[src/rtl/jpeg_pkg.sv]
`default_nettype none
// +--------------------------------------------------------------------------+
// | jpeg_pkg : shared JPEG quantisation/zigzag tables and dequantizer states |
// | Revision : 1.0                                                           |
// +--------------------------------------------------------------------------+
package jpeg_pkg;

  typedef enum logic [1:0] {
    IDLE  = 2'd0,
    RUN   = 2'd1,
    FLUSH = 2'd2,
    DONE  = 2'd3
  } deq_state_e;

  // Standard tables (Annex K.1 / K.2), raster order.
  localparam logic [7:0] LUMA_Q [64] = '{
     16,  11,  10,  16,  24,  40,  51,  61,
     12,  12,  14,  19,  26,  58,  60,  55,
     14,  13,  16,  24,  40,  57,  69,  56,
     14,  17,  22,  29,  51,  87,  80,  62,
     18,  22,  37,  56,  68, 109, 103,  77,
     24,  35,  55,  64,  81, 104, 113,  92,
     49,  64,  78,  87, 103, 121, 120, 101,
     72,  92,  95,  98, 112, 100, 103,  99
  };

  localparam logic [7:0] CHROMA_Q [64] = '{
     17,  18,  24,  47,  99,  99,  99,  99,
     18,  21,  26,  66,  99,  99,  99,  99,
     24,  26,  56,  99,  99,  99,  99,  99,
     47,  66,  99,  99,  99,  99,  99,  99,
     99,  99,  99,  99,  99,  99,  99,  99,
     99,  99,  99,  99,  99,  99,  99,  99,
     99,  99,  99,  99,  99,  99,  99,  99,
     99,  99,  99,  99,  99,  99,  99,  99
  };

  // Stream index -> raster address.
  localparam logic [5:0] ZIGZAG [64] = '{
      0,  1,  8, 16,  9,  2,  3, 10,
     17, 24, 32, 25, 18, 11,  4,  5,
     12, 19, 26, 33, 40, 48, 41, 34,
     27, 20, 13,  6,  7, 14, 21, 28,
     35, 42, 49, 56, 57, 50, 43, 36,
     29, 22, 15, 23, 30, 37, 44, 51,
     58, 59, 52, 45, 38, 31, 39, 46,
     53, 60, 61, 54, 47, 55, 62, 63
  };

  function automatic logic [7:0] q_lookup(input logic chroma, input logic [5:0] addr);
    return chroma ? CHROMA_Q[addr] : LUMA_Q[addr];
  endfunction

endpackage
`default_nettype wire

[src/rtl/ramWr_if.sv]
`default_nettype none
// +--------------------------------------------------------------------------+
// | ramWr_if : single-port write bus into the IDCT coefficient buffer        |
// | Revision : 1.0                                                           |
// +--------------------------------------------------------------------------+
interface ramWr_if #(
  parameter int DATA_W = 12
);
  logic                     en;
  logic [5:0]               addr;
  logic signed [DATA_W-1:0] data;

  modport Tx (output en, addr, data);
  modport Rx (input  en, addr, data);
endinterface
`default_nettype wire

[src/rtl/jpeg_dequantizer_sat_mult.sv]
`default_nettype none
// +--------------------------------------------------------------------------+
// | sat_mult : signed x unsigned-8 multiply, saturated to OUT_WIDTH          |
// | Revision : 1.0                                                           |
// +--------------------------------------------------------------------------+
module sat_mult #(
  parameter int IN_WIDTH  = 10,
  parameter int OUT_WIDTH = 12
) (
  input  wire logic signed [IN_WIDTH-1:0]  i_a,
  input  wire logic        [7:0]           i_q,
  output logic      signed [OUT_WIDTH-1:0] o_y
);
  localparam int P_W = IN_WIDTH + 9;
  localparam logic signed [P_W-1:0] c_max = (P_W)'((1 <<< (OUT_WIDTH - 1)) - 1);
  localparam logic signed [P_W-1:0] c_min = ~c_max;

  logic signed [P_W-1:0] w_prod;

  // Zero-extend the table entry so it multiplies as a positive signed value.
  assign w_prod = $signed(i_a) * $signed({1'b0, i_q});

  always_comb begin
    if (w_prod > c_max)      o_y = c_max[OUT_WIDTH-1:0];
    else if (w_prod < c_min) o_y = c_min[OUT_WIDTH-1:0];
    else                     o_y = w_prod[OUT_WIDTH-1:0];
  end
endmodule
`default_nettype wire

[src/rtl/jpeg_dequantizer.sv]
`default_nettype none
// +--------------------------------------------------------------------------+
// | jpeg_dequantizer : 8x8 block dequantizer feeding the IDCT buffer         |
// | Option macro DEQUANT_ZIGZAG_EN : input in zigzag order.                  |
// | Revision : 1.0                                                           |
// +--------------------------------------------------------------------------+
module jpeg_dequantizer
  import jpeg_pkg::*;
#(
  parameter int IN_WIDTH  = 10,
  parameter int OUT_WIDTH = 12,
  parameter int CHROMA    = 0
) (
  input  wire logic                       clk,
  input  wire logic                       rst_n,
  input  wire logic                       in_valid,
  output logic                            in_ready,
  input  wire logic signed [IN_WIDTH-1:0] in_data,
  input  wire logic                       buf_free,
  ramWr_if.Tx                             out,
  output logic                            blk_done
);
  localparam logic c_chroma_sel = (CHROMA != 0);

  deq_state_e r_state;
  logic [5:0] r_cnt;
  logic       r_flush;
  logic       r_blk_done;

  logic                       r_s1_vld;
  logic signed [IN_WIDTH-1:0] r_s1_data;
  logic [5:0]                 r_s1_addr;
  logic [7:0]                 r_s1_q;

  logic                        r_out_en;
  logic [5:0]                  r_out_addr;
  logic signed [OUT_WIDTH-1:0] r_out_data;

  logic                        w_xfer;
  logic [5:0]                  w_addr;
  logic signed [OUT_WIDTH-1:0] w_sat;

  always_comb begin
    case (r_state)
      IDLE:    in_ready = buf_free;
      RUN:     in_ready = 1'b1;
      default: in_ready = 1'b0;
    endcase
  end

  assign w_xfer = in_valid && in_ready;

`ifdef DEQUANT_ZIGZAG_EN
  assign w_addr = ZIGZAG[r_cnt];
`else
  assign w_addr = r_cnt;
`endif

  always_ff @(posedge clk or negedge rst_n) begin
    if (!rst_n) begin
      r_state    <= IDLE;
      r_cnt      <= '0;
      r_flush    <= 1'b0;
      r_blk_done <= 1'b0;
    end else begin
      r_blk_done <= 1'b0;
      case (r_state)
        IDLE: begin
          if (w_xfer) begin
            r_state <= RUN;
            r_cnt   <= 6'd1;
          end
        end
        RUN: begin
          if (w_xfer) begin
            // Index 63 wraps naturally to 0 for the next block.
            r_cnt <= r_cnt + 6'd1;
            if (r_cnt == 6'd63) begin
              r_state <= FLUSH;
              r_flush <= 1'b0;
            end
          end
        end
        FLUSH: begin
          if (r_flush) begin
            r_state    <= DONE;
            r_flush    <= 1'b0;
            r_blk_done <= 1'b1;
          end else begin
            r_flush <= 1'b1;
          end
        end
        default: r_state <= IDLE;
      endcase
    end
  end

  always_ff @(posedge clk or negedge rst_n) begin
    if (!rst_n) begin
      r_s1_vld   <= 1'b0;
      r_s1_data  <= '0;
      r_s1_addr  <= '0;
      r_s1_q     <= '0;
      r_out_en   <= 1'b0;
      r_out_addr <= '0;
      r_out_data <= '0;
    end else begin
      r_s1_vld <= w_xfer;
      if (w_xfer) begin
        r_s1_data <= in_data;
        r_s1_addr <= w_addr;
        r_s1_q    <= q_lookup(c_chroma_sel, w_addr);
      end
      r_out_en <= r_s1_vld;
      if (r_s1_vld) begin
        r_out_addr <= r_s1_addr;
        r_out_data <= w_sat;
      end
    end
  end

  sat_mult #(
    .IN_WIDTH  (IN_WIDTH),
    .OUT_WIDTH (OUT_WIDTH)
  ) u_sat_mult (
    .i_a (r_s1_data),
    .i_q (r_s1_q),
    .o_y (w_sat)
  );

  assign out.en   = r_out_en;
  assign out.addr = r_out_addr;
  assign out.data = r_out_data;
  assign blk_done = r_blk_done;
endmodule
`default_nettype wire

[src/flat_wrapper.sv]
// flat-port wrapper written by rule: the top's interface ports become plain ports
module jpeg_dequantizer_flat import jpeg_pkg::*;
#(
  parameter int IN_WIDTH  = 10,
  parameter int OUT_WIDTH = 12,
  parameter int CHROMA    = 0
)
  (clk, rst_n, in_valid, in_ready, in_data, buf_free, blk_done, out_en, out_addr, out_data);
  ramWr_if #(.DATA_W((12))) out_i ();
  input  wire logic clk;
  input  wire logic rst_n;
  input  wire logic in_valid;
  output logic in_ready;
  input  wire logic signed [IN_WIDTH-1:0] in_data;
  input  wire logic buf_free;
  output logic blk_done;
  output wire logic [$bits(out_i.en)-1:0] out_en;
  output wire logic [$bits(out_i.addr)-1:0] out_addr;
  output wire logic [$bits(out_i.data)-1:0] out_data;
  assign out_en = out_i.en;
  assign out_addr = out_i.addr;
  assign out_data = out_i.data;
  jpeg_dequantizer #(.IN_WIDTH(IN_WIDTH), .OUT_WIDTH(OUT_WIDTH), .CHROMA(CHROMA)) u_core (.clk(clk), .rst_n(rst_n), .in_valid(in_valid), .in_ready(in_ready), .in_data(in_data), .buf_free(buf_free), .out(out_i), .blk_done(blk_done));
endmodule
[config.mk]
export PLATFORM = sky130hd
export DESIGN_NAME = jpeg_dequantizer_flat
export DESIGN_NICKNAME = d
export VERILOG_FILES = /design/src/rtl/jpeg_pkg.sv /design/src/rtl/ramWr_if.sv /design/src/rtl/jpeg_dequantizer_sat_mult.sv /design/src/rtl/jpeg_dequantizer.sv /design/src/flat_wrapper.sv
export SDC_FILE = /design/constraint.sdc
export NUM_CORES = 1
export LEC_CHECK = 0
export BUFFER_PORTS_ARGS = -buffer_cell sky130_fd_sc_hd__buf_2
export CAP_MARGIN = 20
export CORE_UTILIZATION = 37
export DETAILED_ROUTE_END_ITERATION = 16
export MAX_ROUTING_LAYER = met4
export PLACE_DENSITY_LB_ADDON = 0.3
export SYNTH_ARGS = -nofsm -noshare
export SYNTH_HDL_FRONTEND = slang
export SYNTH_SLANG_ARGS = --single-unit
[constraint.sdc]
create_clock -name clk -period 8.05 [get_ports clk]
set_input_delay 0.4025 -clock clk [delete_from_list [all_inputs] [get_ports clk]]
set_output_delay 0.4025 -clock clk [all_outputs]
set_load 0.01 [all_outputs]
==> results of run 1 <==
## through the flow
step	setup WS, ns	hold WS (ns)	cell area [µm²]	instances
2_1_floorplan	3.01	0.107	5740	652
3_3_place_gp	2.56	0.468	6040	844
3_5_place_dp	2.33	0.480	6040	844
4_1_cts	2.31	0.256	6190	852
5_1_grt	1.90	0.265	6190	852
6_report	2.31	0.197	6190	852
## area by class of cell
cell class	instances	area [µm²]
sequential	53	1330
fill	1533	8950
clock inverter	3	28.8
timing repair buffer	38	200
tap	188	235
clock buffer	5	125
multi-input combinational	460	3880
inverter	105	394
## cells in the mapped netlist, drive strengths merged (6+ instances only)
master and instances:
a211oi 12, and2 33, ha 50, inv 103
o21ai 49, o22ai 11, nand2 70, a21o 7
xor2 6, fa 55, buf 6, clkbuf 28
dfrtp 53, mux2 19, nor2b 7, nor3 7
a21oi 31, nor2 36
## layer usage
| metal | track usage, % | up-vias | part of all wire [%] |
|---|---|---|---|
| met5 | - | - | 0 |
| met1 | 21.8 | 2171 | 48 |
| met3 | 1.98 | 10 | 2.7 |
| met2 | 28.5 | 77 | 49 |
| met4 | 3.33 | 0 | 0.82 |
| li1 | - | 2164 | - |
## sequential cells by signal (all words and copies together) (netlist names)
register	cells
u_core.blk_done	1
u_core.r_s1_vld	1
u_core.r_s1_data	10
u_core.out.en	1
u_core.r_s1_addr	6
u_core.out.data	12
u_core.r_s1_q	7
u_core.out.addr	6
u_core.r_state	2
u_core.r_flush	1
u_core.r_cnt	6
## worst max path at each step
| stage | cells past startpoint | slack, ns | start | to |
|---|---|---|---|---|
| 2_1_floorplan | 18 | 3.01 | u_core.r_s1_q[0] | u_core.out.data[1] |
| 3_3_place_gp | 16 | 2.56 | u_core.r_s1_q[0] | u_core.out.data[3] |
| 3_5_place_dp | 16 | 2.33 | u_core.r_s1_q[0] | u_core.out.data[2] |
| 4_1_cts | 16 | 2.31 | u_core.r_s1_q[0] | u_core.out.data[2] |
| 5_1_grt | 16 | 1.90 | u_core.r_s1_q[0] | u_core.out.data[2] |
| 6_report | 16 | 2.31 | u_core.r_s1_q[0] | u_core.out.data[2] |
## worst max-delay path, cell delays in order, from the launching register on
cell and delay, ns:
sky130_fd_sc_hd__dfrtp_1 0.54, sky130_fd_sc_hd__nand2_1 0.21, sky130_fd_sc_hd__fa_1 0.67, sky130_fd_sc_hd__fa_1 0.58, sky130_fd_sc_hd__inv_1 0.05, sky130_fd_sc_hd__fa_1 0.47
sky130_fd_sc_hd__inv_1 0.05, sky130_fd_sc_hd__fa_1 0.53, sky130_fd_sc_hd__inv_1 0.04, sky130_fd_sc_hd__ha_1 0.34, sky130_fd_sc_hd__a21oi_1 0.27, sky130_fd_sc_hd__o21ai_0 0.25
sky130_fd_sc_hd__and2_1 0.22, sky130_fd_sc_hd__a211oi_1 0.28, sky130_fd_sc_hd__o2111ai_1 0.19, sky130_fd_sc_hd__o31ai_2 0.65, sky130_fd_sc_hd__o22ai_1 0.22
## logic make-up after synthesis
group | after synthesis | share of synthesized area (%)
xor+xnor | 11 | 1.68
simple gates | 177 | 14.6
buf+inv | 139 | 9.20
compound gates | 140 | 15.6
mux | 27 | 5.78
flops | 53 | 23.1
fa+ha+maj | 105 | 30.1
==> flow_metrics.env, run 1 <==
export IMPL_maxSlewViolCount=0
export IMPL_yosys_register_bits=53
export IMPL_reg2reg_from="u_core.r_s1_q[0]"
export IMPL_synth_top_cell_area_share_pct=23.1
export IMPL_most_common_layout_cells="sky130_fd_sc_hd__inv_1, sky130_fd_sc_hd__nand2_1, sky130_fd_sc_hd__fa_1"
export IMPL_clock_root_buffer="sky130_fd_sc_hd__clkbuf_16"
export IMPL_totalWireLength_um=12400
export IMPL_via_count_of_the_first_global_routing_pass=4470
export IMPL_cts_root_to_sink_buffers=2
export IMPL_cts_hold_buffers=0
export IMPL_min_delay_path_class="in2async"
export IMPL_grt_setup_unrepaired="false"
export IMPL_synth_seq_area_share_pct=23.1
export IMPL_ys_async_sr_fraction_pct=100
export IMPL_grt_max_degree=54
export IMPL_tightestPinTransition_ns=1.10
export IMPL_rr_worst_depth=16
export IMPL_run_status="finished, final reports clean"
export IMPL_critical_path_endpoint_type="flip-flop"
export IMPL_synth_area_um2=5740
export IMPL_commonest_non_fill_non_tap_cell_in_the_layout="sky130_fd_sc_hd__inv_1"
export IMPL_chipWidth_um=127
export IMPL_post_cts_resize_count=0
export IMPL_syn_nets=771
export IMPL_post_synth_cell_area_avg_um2=8.80
export IMPL_timing_final_crit_share_pct=71.3
export IMPL_routed_via_density=5.19
export IMPL_antenna_cells=0
export IMPL_grt_pass1_wl_um=21300
export IMPL_grt_antenna_before_repair=0
export IMPL_post_route_cells_drive_above_1_share_pct=11.3
export IMPL_numPortBuffers=34
export IMPL_worst_setup_path_type="reg2reg"
export IMPL_final_hold_violation_count=0
export IMPL_worst_slew_margin_rel_pct=26.7
export IMPL_fin_util_pct=40.9
export IMPL_initial_core_util_pct=37.9
export IMPL_ant_nets=0
export IMPL_hpwlAfterDp_um=9650
export IMPL_cts_max_level=2
export IMPL_critPathArrivalTime_ns=5.87
export IMPL_synthTopCellsByArea="sky130_fd_sc_hd__dfrtp_1, sky130_fd_sc_hd__fa_1, sky130_fd_sc_hd__ha_1"
export IMPL_layout_min_cycle_time_ns=5.74
export IMPL_synth_edff_count=0
export IMPL_placement_rows=45
export IMPL_die_area_um2=16000
export IMPL_vias=4422
export IMPL_final_setup_skew_ns=0.00256
export IMPL_detail_route_drc_violations=0
export IMPL_cap_viol_max_count=0
export IMPL_cp_required_ns=8.18
export IMPL_growth_of_design_area_from_synthesis_to_finish_pct=7.94
export IMPL_gp_congestion=0.886
export IMPL_fp_dieH_um=127
export IMPL_nets=782
export IMPL_worstReg2RegEnd="u_core.out.data[2]"
export IMPL_drt_iter0_markers=248
export IMPL_synth_warnings=0
export IMPL_cts_clk_slew_worst_paths_ns=0.08
export IMPL_synth_cell_types=52
export IMPL_setup_viol=0
export IMPL_detail_route_first_pass_iterations=4
export IMPL_worst_r2r_setup_slack_ns=2.31
export IMPL_fmax_mhz=174
export IMPL_cts_tree="yes"
export IMPL_tritoncts_num_buffers=5
export IMPL_global_route_usage_total_pct=16.8
export IMPL_syn_instance_count=652
export IMPL_placeableCoreArea_um2=15100
export IMPL_clkLatencyLatePin_ns=0.30
export IMPL_synth_area_leader_cell="sky130_fd_sc_hd__dfrtp_1"
export IMPL_start_kind="flip-flop"
export IMPL_top_level_ports=35
export IMPL_synthFlopType="sky130_fd_sc_hd__dfrtp_1"
export IMPL_fin_setup_tns_ns=0
export IMPL_clock_sink_count=53
export IMPL_detail_route_wl_per_cell_um=14.6
export IMPL_gr_total_overflow=0
export IMPL_cts_repair_timing_setup_buffer_count=0
export IMPL_crit_path_max_fanout=11
Power of run 1 is not shown: default switching activity piles up to over one toggle a cycle in this logic, so the estimate is an artifact.
==> inputs of run 2 (changes only) <==
==> constraint.sdc (replaced) <==
create_clock -name clk -period 5.1 [get_ports clk]
set_input_delay 0.255 -clock clk [delete_from_list [all_inputs] [get_ports clk]]
set_output_delay 0.255 -clock clk [all_outputs]
set_load 0.01 [all_outputs]
==> flow_metrics.env, run 2 (same netlist as run 1, synthesis figures left out) <==
export IMPL_global_route_usage_total_pct=16.1
export IMPL_detail_route_drc_violations=0
export IMPL_critical_path_endpoint_type="flip-flop"
export IMPL_detail_route_first_pass_iterations=7
export IMPL_die_area_um2=16000
export IMPL_ant_nets=0
export IMPL_worst_slew_margin_rel_pct=49.3
export IMPL_post_route_cells_drive_above_1_share_pct=19.1
export IMPL_reg2reg_from="u_core.r_s1_q[1]"
export IMPL_detail_route_wl_per_cell_um=13.9
export IMPL_startpoint="u_core.r_s1_q[1]"
export IMPL_chipWidth_um=127
export IMPL_tritoncts_num_buffers=5
export IMPL_cts_clk_slew_worst_paths_ns=0.08
export IMPL_grt_antenna_before_repair=0
export IMPL_crit_path_max_fanout=6
export IMPL_routed_via_density=5.16
export IMPL_run_status="finished, final reports clean"
export IMPL_worst_r2r_setup_slack_ns=0.16
export IMPL_antenna_cells=0
export IMPL_timing_final_crit_share_pct=96.9
export IMPL_vias=4529
export IMPL_commonest_non_fill_non_tap_cell_in_the_layout="sky130_fd_sc_hd__inv_1"
export IMPL_timing_final_ws_setup_ns=0.156
export IMPL_min_delay_path_class="in2async"
export IMPL_worstReg2RegEnd="u_core.out.data[3]"
export IMPL_cts_root_to_sink_buffers=2
export IMPL_cts_hold_buffers=0
export IMPL_rr_worst_depth=18
export IMPL_cp_required_ns=5.27
export IMPL_totalWireLength_um=12200
export IMPL_maxSlewViolCount=0
export IMPL_final_setup_skew_ns=0.0104
export IMPL_grt_max_degree=54
export IMPL_fmax_mhz=202
export IMPL_via_count_of_the_first_global_routing_pass=4293
export IMPL_grt_pass1_wl_um=20600
export IMPL_hpwlAfterDp_um=9350
export IMPL_placeableCoreArea_um2=15100
export IMPL_cap_viol_max_count=0
export IMPL_largest_register_ff_count=12
export IMPL_most_common_layout_cells="sky130_fd_sc_hd__inv_1, sky130_fd_sc_hd__nand2_1, sky130_fd_sc_hd__fa_1"
export IMPL_setup_viol=0
export IMPL_nets=808
export IMPL_critPathArrivalTime_ns=5.11
export IMPL_layout_min_cycle_time_ns=4.94
export IMPL_drt_iter0_markers=239
export IMPL_cts_tree="yes"
export IMPL_cts_max_level=2
export IMPL_initial_core_util_pct=37.9
export IMPL_critical_path_endpoint="u_core.out.data[3]"
export IMPL_clkLatencyLatePin_ns=0.30
export IMPL_clock_root_buffer="sky130_fd_sc_hd__clkbuf_16"
export IMPL_detailedPlace_worstSlack_ns=-0.0456
export IMPL_growth_of_design_area_from_synthesis_to_finish_pct=14.4
export IMPL_worst_setup_path_type="reg2reg"
export IMPL_numPortBuffers=34
export IMPL_tightestPinTransition_ns=0.761
export IMPL_clock_sink_count=53
export IMPL_gr_total_overflow=0
export IMPL_fp_dieH_um=127
export IMPL_final_hold_violation_count=0
export IMPL_start_kind="flip-flop"
export IMPL_placement_rows=45
export IMPL_top_level_ports=35
export IMPL_gp_congestion=0.850
## run 2: cell count changes in the layout (fill, tap and decap cells not counted), moves of 3 or more
cell / before / now
sky130_fd_sc_hd__o2111ai_2: 0 / 3
sky130_fd_sc_hd__dfrtp_1: 53 / 45
sky130_fd_sc_hd__a211oi_2: 0 / 4
sky130_fd_sc_hd__o2111ai_1: 3 / 0
sky130_fd_sc_hd__a211oi_1: 11 / 7
sky130_fd_sc_hd__ha_4: 0 / 5
sky130_fd_sc_hd__ha_1: 50 / 44
sky130_fd_sc_hd__dfrtp_2: 0 / 8
sky130_fd_sc_hd__buf_4: 4 / 27
## run 2: worst max-delay path: stages (launching register included)
cell and delay, ns:
sky130_fd_sc_hd__dfrtp_1 0.42, sky130_fd_sc_hd__buf_4 0.16, sky130_fd_sc_hd__nand2_2 0.08, sky130_fd_sc_hd__fa_2 0.51, sky130_fd_sc_hd__fa_1 0.56, sky130_fd_sc_hd__inv_1 0.05, sky130_fd_sc_hd__fa_1 0.47, sky130_fd_sc_hd__inv_1 0.05
sky130_fd_sc_hd__fa_1 0.52, sky130_fd_sc_hd__inv_1 0.06, sky130_fd_sc_hd__ha_4 0.26, sky130_fd_sc_hd__o21ai_0 0.24, sky130_fd_sc_hd__nor2_2 0.08, sky130_fd_sc_hd__a311oi_4 0.34, sky130_fd_sc_hd__nor3b_2 0.26, sky130_fd_sc_hd__o2111ai_2 0.15
sky130_fd_sc_hd__o31ai_4 0.30, sky130_fd_sc_hd__buf_4 0.20, sky130_fd_sc_hd__o22ai_1 0.09
## run 2: what timing repair did
| item | 4_1_cts | 5_1_grt |
|---|---|---|
| setup buffers | 0 | 13 |
| cloned | 0 | 1 |
| setup endpoints to repair | 11 | 11 |
| resized for setup | 2 | 37 |
| pin swaps | 0 | 16 |
## run 2: how the worst min path moves through the flow
stage / slack, ns / end / cells past startpoint / from
final: 0.06 / u_core.out.en / 2 / rst_n
after global routing: 0.13 / u_core.out.data[11] / 2 / rst_n
after CTS: 0.12 / u_core.r_s1_data[5] / 2 / rst_n
after detailed placement: 0.44 / u_core.out.en / 2 / rst_n
after global placement: 0.42 / u_core.out.data[11] / 2 / rst_n
after floorplan: -0.04 / u_core.blk_done / 0 / rst_n
## run 2: metal layers
layer / GRT usage [%] / wire [µm] / part of all wire [%] / vias up
li1: - / - / - / 2228
met1: 21.7 / 5960 / 49 / 2221
met2: 26.7 / 5940 / 49 / 71
met3: 1.98 / 260 / 2.1 / 9
met4: 1.84 / 76 / 0.62 / 0
met5: - / 0 / 0 / -
## run 2: layout make-up
cell class / count / area (µm²)
inverter: 105 / 394
tap: 188 / 235
clock buffer: 5 / 125
timing repair buffer: 64 / 415
clock inverter: 3 / 28.8
multi-input combinational: 460 / 4030
sequential: 53 / 1340
fill: 1429 / 8580
## run 2: metrics by stage
step	util (%)	instances	hold WS, ns	cell area [µm²]	setup TNS (ns)
floorplan	-	652	-0.0406	5740	0
global placement	40.5	857	0.418	6140	0
detailed placement	40.5	857	0.437	6140	-0.386
CTS	41.6	865	0.118	6300	0
global route	43.3	878	0.131	6570	-0.575
finish	43.3	878	0.0621	6570	0
Power of run 2 is left out for the same reason.
